===== config.mk =====
export PLATFORM = sky130hd
export DESIGN_NAME = pc_jump_ctrl
export DESIGN_NICKNAME = d
export VERILOG_FILES = /design/src/rtl/pc_jump_pkg.sv /design/src/rtl/jump_cond_eval.sv /design/src/rtl/pc_jump_ctrl.sv
export SDC_FILE = /design/constraint.sdc
export NUM_CORES = 1
export LEC_CHECK = 0
export ABC_AREA = 1
export CORE_ASPECT_RATIO = 0.5
export CORE_MARGIN = 2
export CORE_UTILIZATION = 30
export CTS_BUF_LIST = sky130_fd_sc_hd__clkbuf_4 sky130_fd_sc_hd__clkbuf_8 sky130_fd_sc_hd__clkbuf_16
export CTS_CLUSTER_DIAMETER = 60
export DETAILED_ROUTE_END_ITERATION = 6
export GPL_ROUTABILITY_DRIVEN = 0
export PLACE_DENSITY = 0.63
export SYNTH_ARGS = -nofsm -noshare
export SYNTH_HDL_FRONTEND = slang
export SYNTH_HIERARCHICAL = 1
export SYNTH_SLANG_ARGS = --single-unit

===== constraint.sdc =====
create_clock -name clk -period 1.5 [get_ports clk]
set_input_delay 0.3 -clock clk [delete_from_list [all_inputs] [get_ports clk]]
set_output_delay 0.3 -clock clk [all_outputs]
set_load 0.005 [all_outputs]

===== src/rtl/pc_jump_pkg.sv =====
// Shared types and constants for the program-counter jump controller.
package pc_jump_pkg;

    typedef enum logic [1:0] {
        IDLE = 2'd0,
        HI   = 2'd1,
        LO   = 2'd2,
        LOC  = 2'd3
    } state_t;

    localparam logic [2:0] COND_ALWAYS = 3'd0;
    localparam logic [2:0] COND_Z      = 3'd1;
    localparam logic [2:0] COND_NZ     = 3'd2;
    localparam logic [2:0] COND_C      = 3'd3;
    localparam logic [2:0] COND_NC     = 3'd4;
    localparam logic [2:0] COND_N      = 3'd5;
    localparam logic [2:0] COND_NN     = 3'd6;
    localparam logic [2:0] COND_NEVER  = 3'd7;

    localparam int FLAG_Z = 0;
    localparam int FLAG_C = 1;
    localparam int FLAG_N = 2;

endpackage


===== src/rtl/jump_cond_eval.sv =====
// Combinational evaluation of a jump condition code against the {N,C,Z} flags.
module jump_cond_eval
    import pc_jump_pkg::*;
(
    input  logic [2:0] cond,
    input  logic [2:0] flags,
    output logic       pass
);

    // Decode the condition code into a single pass bit.
    always_comb begin
        pass = 1'b0;
        case (cond)
            COND_ALWAYS: pass = 1'b1;
            COND_Z:      pass = flags[FLAG_Z];
            COND_NZ:     pass = ~flags[FLAG_Z];
            COND_C:      pass = flags[FLAG_C];
            COND_NC:     pass = ~flags[FLAG_C];
            COND_N:      pass = flags[FLAG_N];
            COND_NN:     pass = ~flags[FLAG_N];
            COND_NEVER:  pass = 1'b0;
            default:     pass = 1'b0;
        endcase
    end

endmodule


===== src/rtl/pc_jump_ctrl.sv =====
// Sequences the PC's active-low jump strobes and D bus for a conditional
// 16-bit jump, taking the shortest legal path.
module pc_jump_ctrl
    import pc_jump_pkg::*;
#(
    parameter bit SHORT_OPT   = 1'b1,
    parameter bit HITMP_CACHE = 1'b1,
    parameter bit LOG         = 1'b0
) (
    input  logic        clk,
    input  logic        MR,
    input  logic        req_valid,
    output logic        req_ready,
    input  logic [15:0] req_addr,
    input  logic [2:0]  req_cond,
    input  logic [2:0]  flags,
    input  logic [7:0]  PCHI,
    input  logic [7:0]  PCLO,
    output logic [7:0]  D,
    output logic        _pchitmp_in,
    output logic        _local_jump,
    output logic        _long_jump,
    output logic        done,
    output logic        taken
);

    state_t      state_r;
    logic [7:0]  lo_r;
    logic [7:0]  hitmp_r;
    logic        hitmp_valid_r;

    logic        pass_s;
    logic        accept_s;
    logic [15:0] pc_next_s;
    logic        local_s;
    logic        nohi_s;
    logic        log_unused_s;

    assign log_unused_s = LOG;

    jump_cond_eval u_cond (
        .cond  (req_cond),
        .flags (flags),
        .pass  (pass_s)
    );

    assign req_ready = (state_r == IDLE) && !MR;
    assign accept_s  = req_valid && req_ready;

    // pc_next is what the PC shows during the strobe cycle; a lo of FF would
    // carry into PC hi on the load edge, so that case must take the long path.
    assign pc_next_s = {PCHI, PCLO} + 16'd1;
    assign local_s   = SHORT_OPT && (pc_next_s[15:8] == req_addr[15:8]) &&
                       (pc_next_s[7:0] != 8'hFF);
    assign nohi_s    = HITMP_CACHE && hitmp_valid_r && (hitmp_r == req_addr[15:8]);

    // Jump sequencer: strobes and D are registered so each strobe spans one full period.
    always_ff @(posedge clk or posedge MR) begin
        if (MR) begin
            state_r       <= IDLE;
            lo_r          <= 8'h00;
            hitmp_r       <= 8'h00;
            hitmp_valid_r <= 1'b0;
            D             <= 8'h00;
            _pchitmp_in   <= 1'b1;
            _local_jump   <= 1'b1;
            _long_jump    <= 1'b1;
            done          <= 1'b0;
            taken         <= 1'b0;
        end else begin
            done  <= 1'b0;
            taken <= 1'b0;
            case (state_r)
                IDLE: begin
                    if (accept_s) begin
                        if (!pass_s) begin
                            done <= 1'b1;
                        end else if (local_s) begin
                            state_r     <= LOC;
                            D           <= req_addr[7:0];
                            _local_jump <= 1'b0;
                        end else if (nohi_s) begin
                            state_r    <= LO;
                            D          <= req_addr[7:0];
                            _long_jump <= 1'b0;
                        end else begin
                            state_r     <= HI;
                            D           <= req_addr[15:8];
                            lo_r        <= req_addr[7:0];
                            _pchitmp_in <= 1'b0;
                        end
                    end
                end
                HI: begin
                    hitmp_r       <= D;
                    hitmp_valid_r <= 1'b1;
                    _pchitmp_in   <= 1'b1;
                    D             <= lo_r;
                    _long_jump    <= 1'b0;
                    state_r       <= LO;
                end
                LO: begin
                    _long_jump <= 1'b1;
                    done       <= 1'b1;
                    taken      <= 1'b1;
                    state_r    <= IDLE;
                end
                LOC: begin
                    _local_jump <= 1'b1;
                    done        <= 1'b1;
                    taken       <= 1'b1;
                    state_r     <= IDLE;
                end
                default: begin
                    _pchitmp_in <= 1'b1;
                    _local_jump <= 1'b1;
                    _long_jump  <= 1'b1;
                    state_r     <= IDLE;
                end
            endcase
        end
    end

endmodule


==> results of run 1 <==
==> worst max-delay path, cell delays in order, from the launching register on <==
cell,delay (ns)
dfrtp_1,0.37
inv_1,0.07
nor2_1,0.05
nor3_2,0.17
nand3_2,0.12
nor2_4,0.19
nand2_4,0.11
nand2_4,0.11
nor2_4,0.05
buf_12,0.15
nand2_2,0.06
o21ai_2,0.05
==> sequential cells by signal (all words and copies together) (netlist names) <==
signal	flops
D	8
hitmp_r	8
lo_r	8
state_r	2
_local_jump	1
_long_jump	1
_pchitmp_in	1
done	1
hitmp_valid_r	1
taken	1
==> per-stage QoR <==
stage	instances	setup TNS [ns]	hold WS, ns
3_3_place_gp	501	-17.04	0.454
5_1_grt	525	-3.82	0.480
3_5_place_dp	501	-17.73	0.453
6_report	525	-1.71	0.467
4_1_cts	518	-1.68	0.467
2_1_floorplan	328	-1.43	0.243
==> kinds of logic after synthesis <==
group,synth area share [%]
AO/OA/AOI/OAI,8.10
XOR/XNOR,4.60
buffers and inverters,8.87
flip-flops,35.2
multiplexers,2.46
AND/OR/NAND/NOR,40.8
==> cell type report <==
class	instances	area, um2	share of cell area (%)
multi-input cells	248	1520	41.4
inverters	41	161	4.40
flip-flops and latches	32	805	21.9
well taps	96	120	3.28
repair inverters	1	7.51	0.205
clock buffers	7	153	4.16
clock inverters	1	30.0	0.819
repair buffers	99	873	23.8
==> metal layers <==
layer  wire length (um)  vias to the layer above
met1               2820                     1130
li1                   -                     1230
met3                365                       13
met4                112                        0
met5                  0                        -
met2               3210                       79
==> power by group through the flow <==
| stage | registers, mW | clock network, mW | logic [mW] |
|---|---|---|---|
| after floorplan | 1.48 | 0 | 1.26 |
| after global placement | 1.49 | 0 | 2.19 |
| after detailed placement | 1.50 | 0 | 2.22 |
| after CTS | 1.49 | 1.25 | 2.32 |
| after global routing | 1.53 | 1.30 | 2.77 |
| final | 1.48 | 1.24 | 2.51 |
==> cell usage in the layout (no fill, tap or decap), types with 8 or more instances in the layout <==
cell | netlist | final
nand3_1 | 36 | 31
nor2_1 | 24 | 16
nor2_4 | 6 | 9
a21oi_1 | 12 | 9
clkdlybuf4s50_1 | 0 | 18
inv_1 | 32 | 28
nor2_2 | 5 | 10
buf_4 | 0 | 44
o21ai_2 | 9 | 11
dlygate4sd2_1 | 0 | 15
nand3_2 | 3 | 8
nand2_1 | 110 | 90
nand2_4 | 1 | 12
inv_2 | 6 | 8
dfrtp_1 | 29 | 29
nand2_2 | 8 | 17
==> path summary, 6_finish.rpt <==
kind                       slack, ns                       to                    from  cells past startpoint
max in group asynchronous       0.59  _pchitmp_in$_DFFE_PP1P_                      MR                      3
min reg2reg                     0.47   _long_jump$_DFFE_PP1P_  _long_jump$_DFFE_PP1P_                      2
max reg2reg                    -0.14      lo_r[0]$_DFFE_PP0P_  hitmp_r[0]$_DFFE_PP0P_                     11
min in group asynchronous       0.58           done$_DFF_PP0_                      MR                      3
min                             0.47   _long_jump$_DFFE_PP1P_  _long_jump$_DFFE_PP1P_                      2
max                            -0.14      lo_r[0]$_DFFE_PP0P_  hitmp_r[0]$_DFFE_PP0P_                     11
==> repair_timing <==
action                                  in CTS  in global routing
setup buffers                                8                  5
hold buffers                                 0                  0
pin swaps                                   23                 16
cloned                                       1                  2
endpoints found under the setup margin      25                 27
resized for setup                          102                 43
==> key figures, run 1 <==
Run
  – Max-cap violations: 0

Clock tree
  – CTS sink cnt: 32
  – TritonCTS Buffers: 5
  – CTS Root Cell: clkbuf_16
  – CTS tree: built
  – Worst-skew pair later-pin latency: 0.28 ns
  – H-tree levels: 2
  – Worst-path clk slew: 0.05 ns
  – Clock Tree Buf Depth: 2

Power and ir drop
  – Overall power: 5.23 mW
  – Switch share: 34.5%
  – Maximum vdd drop: 595 uV
  – NetSw: 1.81 mW
  – Internal power: 3.42 mW
  – Pwr dens: 1430 nW/um2
  – Clock network power share: 23.6%
  – Combinational Power Share: 48.0%
  – Leakage: 1.84 nW
  – Flop pwr share: 28.4%

Final layout
  – Final Core Density: 49.9%
  – # fillers: 700
  – Diode count: 0
  – Post-route cell area: 3670 um2
  – Syn-to-layout area delta: 60.4%
  – Layout cells sized above 1: 38.9%
  – Number of nets in the layout: 469

Die
  – Cell Rows: 22
  – Die Ht: 65.7 um
  – Die ar.: 8380 um2
  – Initial Util: 31.1%
  – I/O Pins: 55
  – Placeable Area: 7350 um2
  – DIE WIDTH: 127 um

Worst setup path
  – Worst-path fanout max: 6
  – CP arrival: 1.80 ns
  – Worst EP required: 1.67 ns
  – Setup crit end kind: register
  – Startpoint Class: register
  – Critical path class: register to register

Timing
  – Unrepaired setup endpoints after global routing: yes
  – Slew HR: 72.1%
  – Final WS setup: -0.137 ns
  – Final Hold Viols: 0
  – Endpoints failing setup: 18
  – Final period utilization: 109%
  – Fin crit period: 1.64 ns
  – Pin slew with the least headroom to its limit: 0.418 ns
  – Max-slew violation count: 0
  – Worst Skew: 0.00691 ns
  – F_max: 611 MHz

Route
  – Avg WL per Cell: 12.4 um
  – Drt first pass iters: 6
  – ANT nets after route: 0
  – DR iter-0 viols: 114
  – Residual DRC count: 0
  – Vias: 2452
  – Via/cell ratio: 4.67
  – WL final: 6.51 mm

Logic synthesis
  – Syn Nets: 369
  – Netlist Area Pre-Place: 2290 um2
  – Sequential fraction of the synthesis area: 35.2%
  – Post-synth EDFFs: 0
  – Leading area contributor after synthesis: dfrtp_1
  – Syn Area/Cell: 6.97 um2
  – Flops & latches, synth: 32
  – Library cells used by synthesis: 31
  – Async SR Flop Fraction: 100%
  – Yosys warns: 6
  – Top cells by count, synth: nand2_1, nand3_1, inv_1, dfrtp_1, nor2_1
  – Synth top area cells: dfrtp_1, nand2_1, nand3_1, inv_1, nor2_1
  – Top_reg_cell synth: dfrtp_1
  – Synthesized instance count: 328
  – Most numerous cell in the Yosys netlist: nand2_1
  – Share of the synthesized area in the top cell type: 31.7%

Placement
  – # port buffers: 54
  – Detail Placement HPWL: 4.52 mm
  – Placement Setup Slack: -0.907 ns
  – DP Area: 3220 um2

GRT
  – Initial antenna violation count: 0
  – GRT Max-Usage Layer: met2
  – Global Route met1 Usage: 19.4%
  – Vias in the first global route: 2314
  – GRT met2 Usage: 27.5%
  – GRT Total Usage: 15.7%
  – Largest net degree at the start of global routing: 33
  – Total grt overflow: 0
  – Met3 usage: 3.66%
  – First-pass GRT wire length: 10.5 mm

Status
  – Violated checks: setup timing
  – Status: finished, violations left

Min path
  – Worst Hold Class: register to register
Power figures use the tool's default switching activity.
==> run 2, diff against run 1 <==
- CELL_PAD_IN_SITES_DETAIL_PLACEMENT: default -> 1
- CELL_PAD_IN_SITES_GLOBAL_PLACEMENT: default -> 2
- CORE_MARGIN: 2 -> default
- CORE_UTILIZATION: 30 -> 24
- PLACE_DENSITY: 0.63 -> 0.83
==> run 2 against run 1 <==
The flow still finishes with violations (setup timing). Clock power fell by 16%. Register-to-register slack got worse by 0.04 ns. Clock skew fell by 0.0023 ns. Cell area rose by 8.8%. Cell count rose by 7.4%. Sequential share of layout area fell by 1.8 points. Largest cell class unchanged.
==> key figures, run 2 (synthesis results as in run 1) <==
Status
  – Status: finished, violations left
  – Violated checks: setup timing

Placement
  – Detail Placement HPWL: 5.55 mm (+23%)
  – # port buffers: 54 (unchanged)

Route
  – Drt first pass iters: 4 (-2)
  – ANT nets after route: 0 (unchanged)
  – DR iter-0 viols: 68 (-40%)
  – Avg WL per Cell: 14.4 um (+16%)
  – WL final: 8.15 mm (+25%)
  – Residual DRC count: 0 (unchanged)
  – Via/cell ratio: 4.45 (-4.8%)
  – Vias: 2508 (+2.3%)

Worst setup path
  – Worst R2R End: D[3]$_DFFE_PP0P_
  – Critical Path Sink: lo_r[7]$_DFFE_PP0P_
  – Worst EP required: 1.70 ns (+0.03 ns)
  – CP max stage delay: 0.22 ns (-0.15 ns)
  – WP buf/inv: 4 (+2)
  – Critical path, cell by cell: buf_4, buf_4, xnor2_4, nand3b_1, nand2_1, nand3_2, inv_2, nand3_4, nand2_4, nor2_4, buf_12, nand2_4, o21ai_2
  – Reg-to-reg startpoint: hitmp_r[4]$_DFFE_PP0P_
  – Slowest-stage cell, CP: nor2_4
  – Crit path max-delay family: simple AND/OR/NAND/NOR gates
  – CP arrival: 1.88 ns (+0.08 ns)
  – Setup crit end kind: register
  – Crit. path cell count: 13 (+2)
  – R2r setup slk: -0.17 ns (-0.04 ns)
  – Startpoint Class: input pin
  – FF-to-FF path depth: 12 (+1)
  – CP Launch Point: PCHI[1]
  – Worst-path fanout max: 8 (+2)
  – Critical path class: input pin to register

GRT
  – Initial antenna violation count: 0 (unchanged)
  – Vias in the first global route: 2586 (+12%)
  – Largest net degree at the start of global routing: 33 (unchanged)
  – Total grt overflow: 0 (unchanged)
  – First-pass GRT wire length: 12.8 mm (+22%)
  – GRT Total Usage: 16.5% (+0.77 points)

Clock tree
  – CTS Root Cell: clkbuf_16
  – TritonCTS Buffers: 5 (unchanged)
  – Worst-skew pair later-pin latency: 0.28 ns (about the same)
  – CTS sink cnt: 32 (unchanged)
  – H-tree levels: 2 (unchanged)
  – Clock Tree Buf Depth: 2 (unchanged)
  – CTS tree: built
  – Worst-path clk slew: 0.05 ns (about the same)

Final layout
  – # fillers: 1078 (+54%)
  – Leading cell types in the layout, fill and taps excluded: nand2_1, buf_4, dfrtp_1, nand3_1, inv_1
  – Final Core Density: 44.5% (-5.4 points)
  – Layout cells sized above 1: 46.5% (+7.6 points)
  – Area of the multi-input gates: 1640 um2 (+7.7%)
  – FF/Latch Area: 805 um2 (unchanged)
  – Diode count: 0 (unchanged)
  – Most common cell after layout, fill and taps aside: nand2_1
  – Syn-to-layout area delta: 74.6%
  – Top flop regs: D (8), hitmp_r (8), lo_r (8)
  – Number of nets in the layout: 487 (+3.8%)

Power and ir drop
  – Overall power: 5.37 mW (+2.7%)
  – Maximum vdd drop: 491 uV (-17%)
  – Pwr dens: 1340 nW/um2 (-5.6%)
  – Leakage: 2.00 nW (+8.2%)

Die
  – Die Ht: 71.0 um (+8.0%)
  – DIE WIDTH: 140 um (+9.9%)
  – Initial Util: 25.5% (-5.6 points)
  – Cell Rows: 24 (+9.1%)
  – I/O Pins: 55 (unchanged)
  – Placeable Area: 8980 um2 (+22%)
  – Die ar.: 9940 um2 (+19%)

Timing
  – Final WS setup: -0.173 ns (-0.0365 ns)
  – Worst Skew: 0.00457 ns (-0.00233 ns)
  – Final period utilization: 112% (+2.4 points)
  – Fin crit period: 1.67 ns (+0.0365 ns)
  – Unrepaired setup endpoints after global routing: yes
  – F_max: 598 MHz (-2.2%)
  – Slew HR: 71.7% (-0.42 points)
  – Final Hold Viols: 0 (unchanged)
  – Endpoints failing setup: 20 (+2)
  – Max-slew violation count: 0 (unchanged)
  – Pin slew with the least headroom to its limit: 0.425 ns (+0.00623 ns)

Min path
  – Worst Hold Class: register to register

Run
  – Max-cap violations: 0 (unchanged)
[run 2: worst min-delay path by stage]
stage	from	endpoint	slack, ns	cells past startpoint
after floorplan	MR	D[0]$_DFFE_PP0P_	0.24	1
final	_local_jump$_DFFE_PP1P_	_local_jump$_DFFE_PP1P_	0.46	2
after global routing	_pchitmp_in$_DFFE_PP1P_	_pchitmp_in$_DFFE_PP1P_	0.48	2
after detailed placement	_long_jump$_DFFE_PP1P_	_long_jump$_DFFE_PP1P_	0.46	2
after global placement	_long_jump$_DFFE_PP1P_	_long_jump$_DFFE_PP1P_	0.45	2
after CTS	_local_jump$_DFFE_PP1P_	_local_jump$_DFFE_PP1P_	0.46	2
[run 2: power breakdown]
group / internal, mW / switching (mW) / total (mW)
registers: 1.28 / 0.234 / 1.51
clock network: 0.696 / 0.345 / 1.04
logic: 1.44 / 1.37 / 2.81
[run 2: layout make-up]
type	count	area share, %
clock buffer	8	3.86
inverter	41	4.11
multi-input combinational	248	41.0
sequential	32	20.2
tap	117	3.67
timing repair buffer	117	27.1
timing repair inverter	1	0.157
[run 2: worst register-to-register path: cells and delay by family, from the launching register on]
family	cells	cell delay [ns]
and+or+nand+nor	12	1.14
DFF	1	0.42
[run 2: repair_timing]
item / 4_1_cts / 5_1_grt
gates resized for setup: 141 / 62
buffers inserted: 16 / 11
gates cloned: 2 / 1
hold buffers: 0 / 0
endpoints found under the setup margin: 25 / 26
pin swaps: 36 / 33
[run 2: metal layers]
| layer | track usage [%] | vias up | share of wire [%] |
|---|---|---|---|
| met5 | 0 | - | 0 |
| met4 | 3.54 | 0 | 1.0 |
| met3 | 3.11 | 8 | 3.0 |
| met2 | 29.4 | 38 | 51 |
| met1 | 20.9 | 1197 | 45 |
| li1 | - | 1265 | - |
[run 2: metrics by stage]
step	area, um2	hold slack (ns)	setup WS, ns	setup TNS, ns	cells
global route	3990	0.484	-0.319	-5.48	564
finish	3990	0.461	-0.173	-2.65	564
global placement	3290	0.452	-0.927	-18.10	528
floorplan	2370	0.243	-0.195	-1.43	328
CTS	3710	0.461	-0.189	-3.20	553
detailed placement	3290	0.465	-0.979	-18.82	528
==> run 3, diff against run 2 <==
- CORE_UTILIZATION: 24 -> 29
- PLACE_DENSITY: 0.83 -> 0.93
- clock period: 1.5 -> 2.2 ns (I/O delays scaled with it)
==> run 3 against run 2 <==
The flow now finishes without violations. Non-clock buffer count fell by 28. Hold slack is essentially flat. Clock power decreased by 19%. Critical path depth decreased by 9. Via count is 2.8% lower. Critical endpoint is now req_ready. Largest cell class unchanged. Largest power group unchanged. Highest routed layer unchanged.
==> key figures, run 3 (synthesis results as in run 1) <==
Status
  – Status: complete, no violations

Min path
  – Hold Path Sink: _long_jump$_DFFE_PP1P_
  – Hold Startpoint: _long_jump$_DFFE_PP1P_
  – Worst hold path depth: 2 (unchanged)
  – Worst Hold Class: register to register

Worst setup path
  – Reg-to-reg startpoint: hitmp_r[0]$_DFFE_PP0P_
  – FF-to-FF path depth: 11 (-1)
  – CP max stage delay: 0.54 ns (+0.32 ns)
  – WP buf/inv: 2 (-2)
  – Worst EP required: 1.76 ns (+0.06 ns)
  – Slowest-stage cell, CP: clkdlybuf4s50_1
  – Critical path class: register to primary output
  – CP Launch Point: state_r[1]$_DFFE_PP0P_
  – Startpoint Class: register
  – Worst R2R End: lo_r[4]$_DFFE_PP0P_
  – R2r setup slk: 0.49 ns (+0.66 ns)
  – Crit path max-delay family: buffers and inverters
  – Critical path, cell by cell: nor2_1, inv_1, nor2_1, clkdlybuf4s50_1
  – Most used cell, CP: nor2_1
  – Setup crit end kind: primary output
  – Worst-path fanout max: 6 (-2)
  – CP arrival: 1.66 ns (-0.22 ns)

GRT
  – Largest net degree at the start of global routing: 33 (unchanged)
  – GRT Total Usage: 19.8% (+3.3 points)
  – Initial antenna violation count: 0 (unchanged)
  – Vias in the first global route: 2688 (+3.9%)
  – First-pass GRT wire length: 12.7 mm (-1.2%)
  – Total grt overflow: 0 (unchanged)

Power and ir drop
  – Combinational Power Share: 43.5% (-8.9 points)
  – Switch share: 34.6% (-1.8 points)
  – Clock network power share: 25.4% (+6.0 points)
  – NetSw: 1.15 mW (-41%)
  – Overall power: 3.33 mW (-38%)
  – Pwr dens: 967 nW/um2 (-28%)
  – Internal power: 2.18 mW (-36%)
  – Flop pwr share: 31.1% (+2.9 points)
  – Leakage: 1.71 nW (-14%)
  – Maximum vdd drop: 341 uV (-31%)

Die
  – Initial Util: 30.5% (+5.1 points)
  – Die ar.: 8260 um2 (-17%)
  – Cell Rows: 22 (-8.3%)
  – DIE WIDTH: 128 um (-8.9%)
  – Die Ht: 64.8 um (-8.8%)
  – I/O Pins: 55 (unchanged)
  – Placeable Area: 7490 um2 (-17%)

Final layout
  – Top flop regs: D (8), hitmp_r (8), lo_r (8)
  – Diode count: 0 (unchanged)
  – Fin cells: 525 (-6.9%)
  – # fillers: 975 (-9.6%)
  – Syn-to-layout area delta: 50.6%
  – Number of nets in the layout: 457 (-6.2%)
  – Most common cell after layout, fill and taps aside: nand2_1
  – Layout cells sized above 1: 24.2% (-22 points)
  – Leading cell types in the layout, fill and taps excluded: nand2_1, clkdlybuf4s50_1, nand3_1, inv_1, buf_4

Timing
  – Final WS setup: 0.101 ns (+0.275 ns)
  – Endpoints failing setup: 0 (-100%)
  – Fin crit period: 2.10 ns
  – Max-slew violation count: 0 (unchanged)
  – Pin slew with the least headroom to its limit: 0.434 ns (+0.00961 ns)
  – Worst Skew: 0.00494 ns (+0.000368 ns)
  – Unrepaired setup endpoints after global routing: yes
  – Setup TNS: 0 ns (+2.65 ns)
  – Final Hold Viols: 0 (unchanged)
  – Final period utilization: 95.4%
  – Slew HR: 71.0% (-0.64 points)
  – F_max: 476 MHz

Placement
  – Placement Setup Slack: -0.444 ns (+0.535 ns)
  – Detail Placement HPWL: 5.76 mm (+3.8%)
  – # port buffers: 54 (unchanged)
  – Placed cells: 510 (-3.4%)

Route
  – ANT nets after route: 0 (unchanged)
  – DR iter-0 viols: 106 (+56%)
  – Top layer reached by signal wires: met4
  – Drt first pass iters: 4 (unchanged)
  – Length of routed met2 wiring: 3.85 mm (-7.4%)
  – WL final: 7.57 mm (-7.0%)
  – Vias: 2438 (-2.8%)
  – Residual DRC count: 0 (unchanged)
  – Avg WL per Cell: 14.4 um (-0.13%)
  – Via/cell ratio: 4.64 (+4.4%)
  – Post-Route M1 WL: 3.25 mm (-11%)
  – Metal3 WL: 411 um (+67%)

Clock tree
  – Worst-skew pair later-pin latency: 0.28 ns (about the same)
  – TritonCTS Buffers: 5 (unchanged)
  – CTS Root Cell: clkbuf_16
  – Clock Tree Buf Depth: 2 (unchanged)
  – Worst-path clk slew: 0.05 ns (about the same)
  – CTS tree: built
  – CTS sink cnt: 32 (unchanged)
  – Hold_buf cts: 0 (unchanged)
  – H-tree levels: 2 (unchanged)

Run
  – Max-cap violations: 0 (unchanged)
[run 3: worst min-delay path: stages (launching register included)]
cell	delay, ns
dfstp_2	0.36
nand2_1	0.05
nand2_1	0.04
[run 3: timing repair]
action,4_1_cts,5_1_grt
pin swaps,11,7
setup buffers,7,0
setup endpoints to repair,13,21
gates resized for setup,15,13
[run 3: final cells by class]
class                   instances  area [um2]  share of cell area [%]
clock inverters                 1        30.0                   0.872
clock buffers                   7         153                    4.43
multi-input cells             247        1320                    38.3
flip-flops and latches         32         805                    23.4
inverters                      41         154                    4.47
repair buffers                 89         847                    24.6
well taps                     108         135                    3.93
[run 3: how the worst max path moves through the flow]
stage	end	slack, ns	cells after the start
global route	D[0]$_DFFE_PP0P_	-0.02	15
detailed placement	lo_r[7]$_DFFE_PP0P_	-0.44	13
finish	req_ready	0.10	4
floorplan	D[5]$_DFFE_PP0P_	0.09	8
CTS	lo_r[7]$_DFFE_PP0P_	0.00009	15
global placement	lo_r[3]$_DFFE_PP0P_	-0.30	13
[run 3: power groups by stage]
| stage | registers, mW | logic, mW | clock network, mW |
|---|---|---|---|
| finish | 1.04 | 1.45 | 0.847 |
| global route | 1.07 | 1.60 | 0.876 |
| CTS | 1.03 | 1.46 | 0.863 |
| detailed placement | 1.04 | 1.43 | 0 |
| global placement | 1.02 | 1.38 | 0 |
| floorplan | 1.01 | 0.791 | 0 |
[run 3: per-layer routing]
metal / track usage (%) / vias up
met5: 0 / -
met4: 4.76 / 0
met3: 3.80 / 7
met2: 37.9 / 61
met1: 22.8 / 1170
li1: - / 1200
[run 3: per-stage QoR]
stage                     cell area, um2  util, %  hold slack, ns
after CTS                           3410     45.5           0.470
after detailed placement            3150     42.0           0.461
after floorplan                     2290        -           0.451
after global routing                3440     46.0           0.493
after global placement              3150     42.0           0.450
final                               3440     46.0           0.461
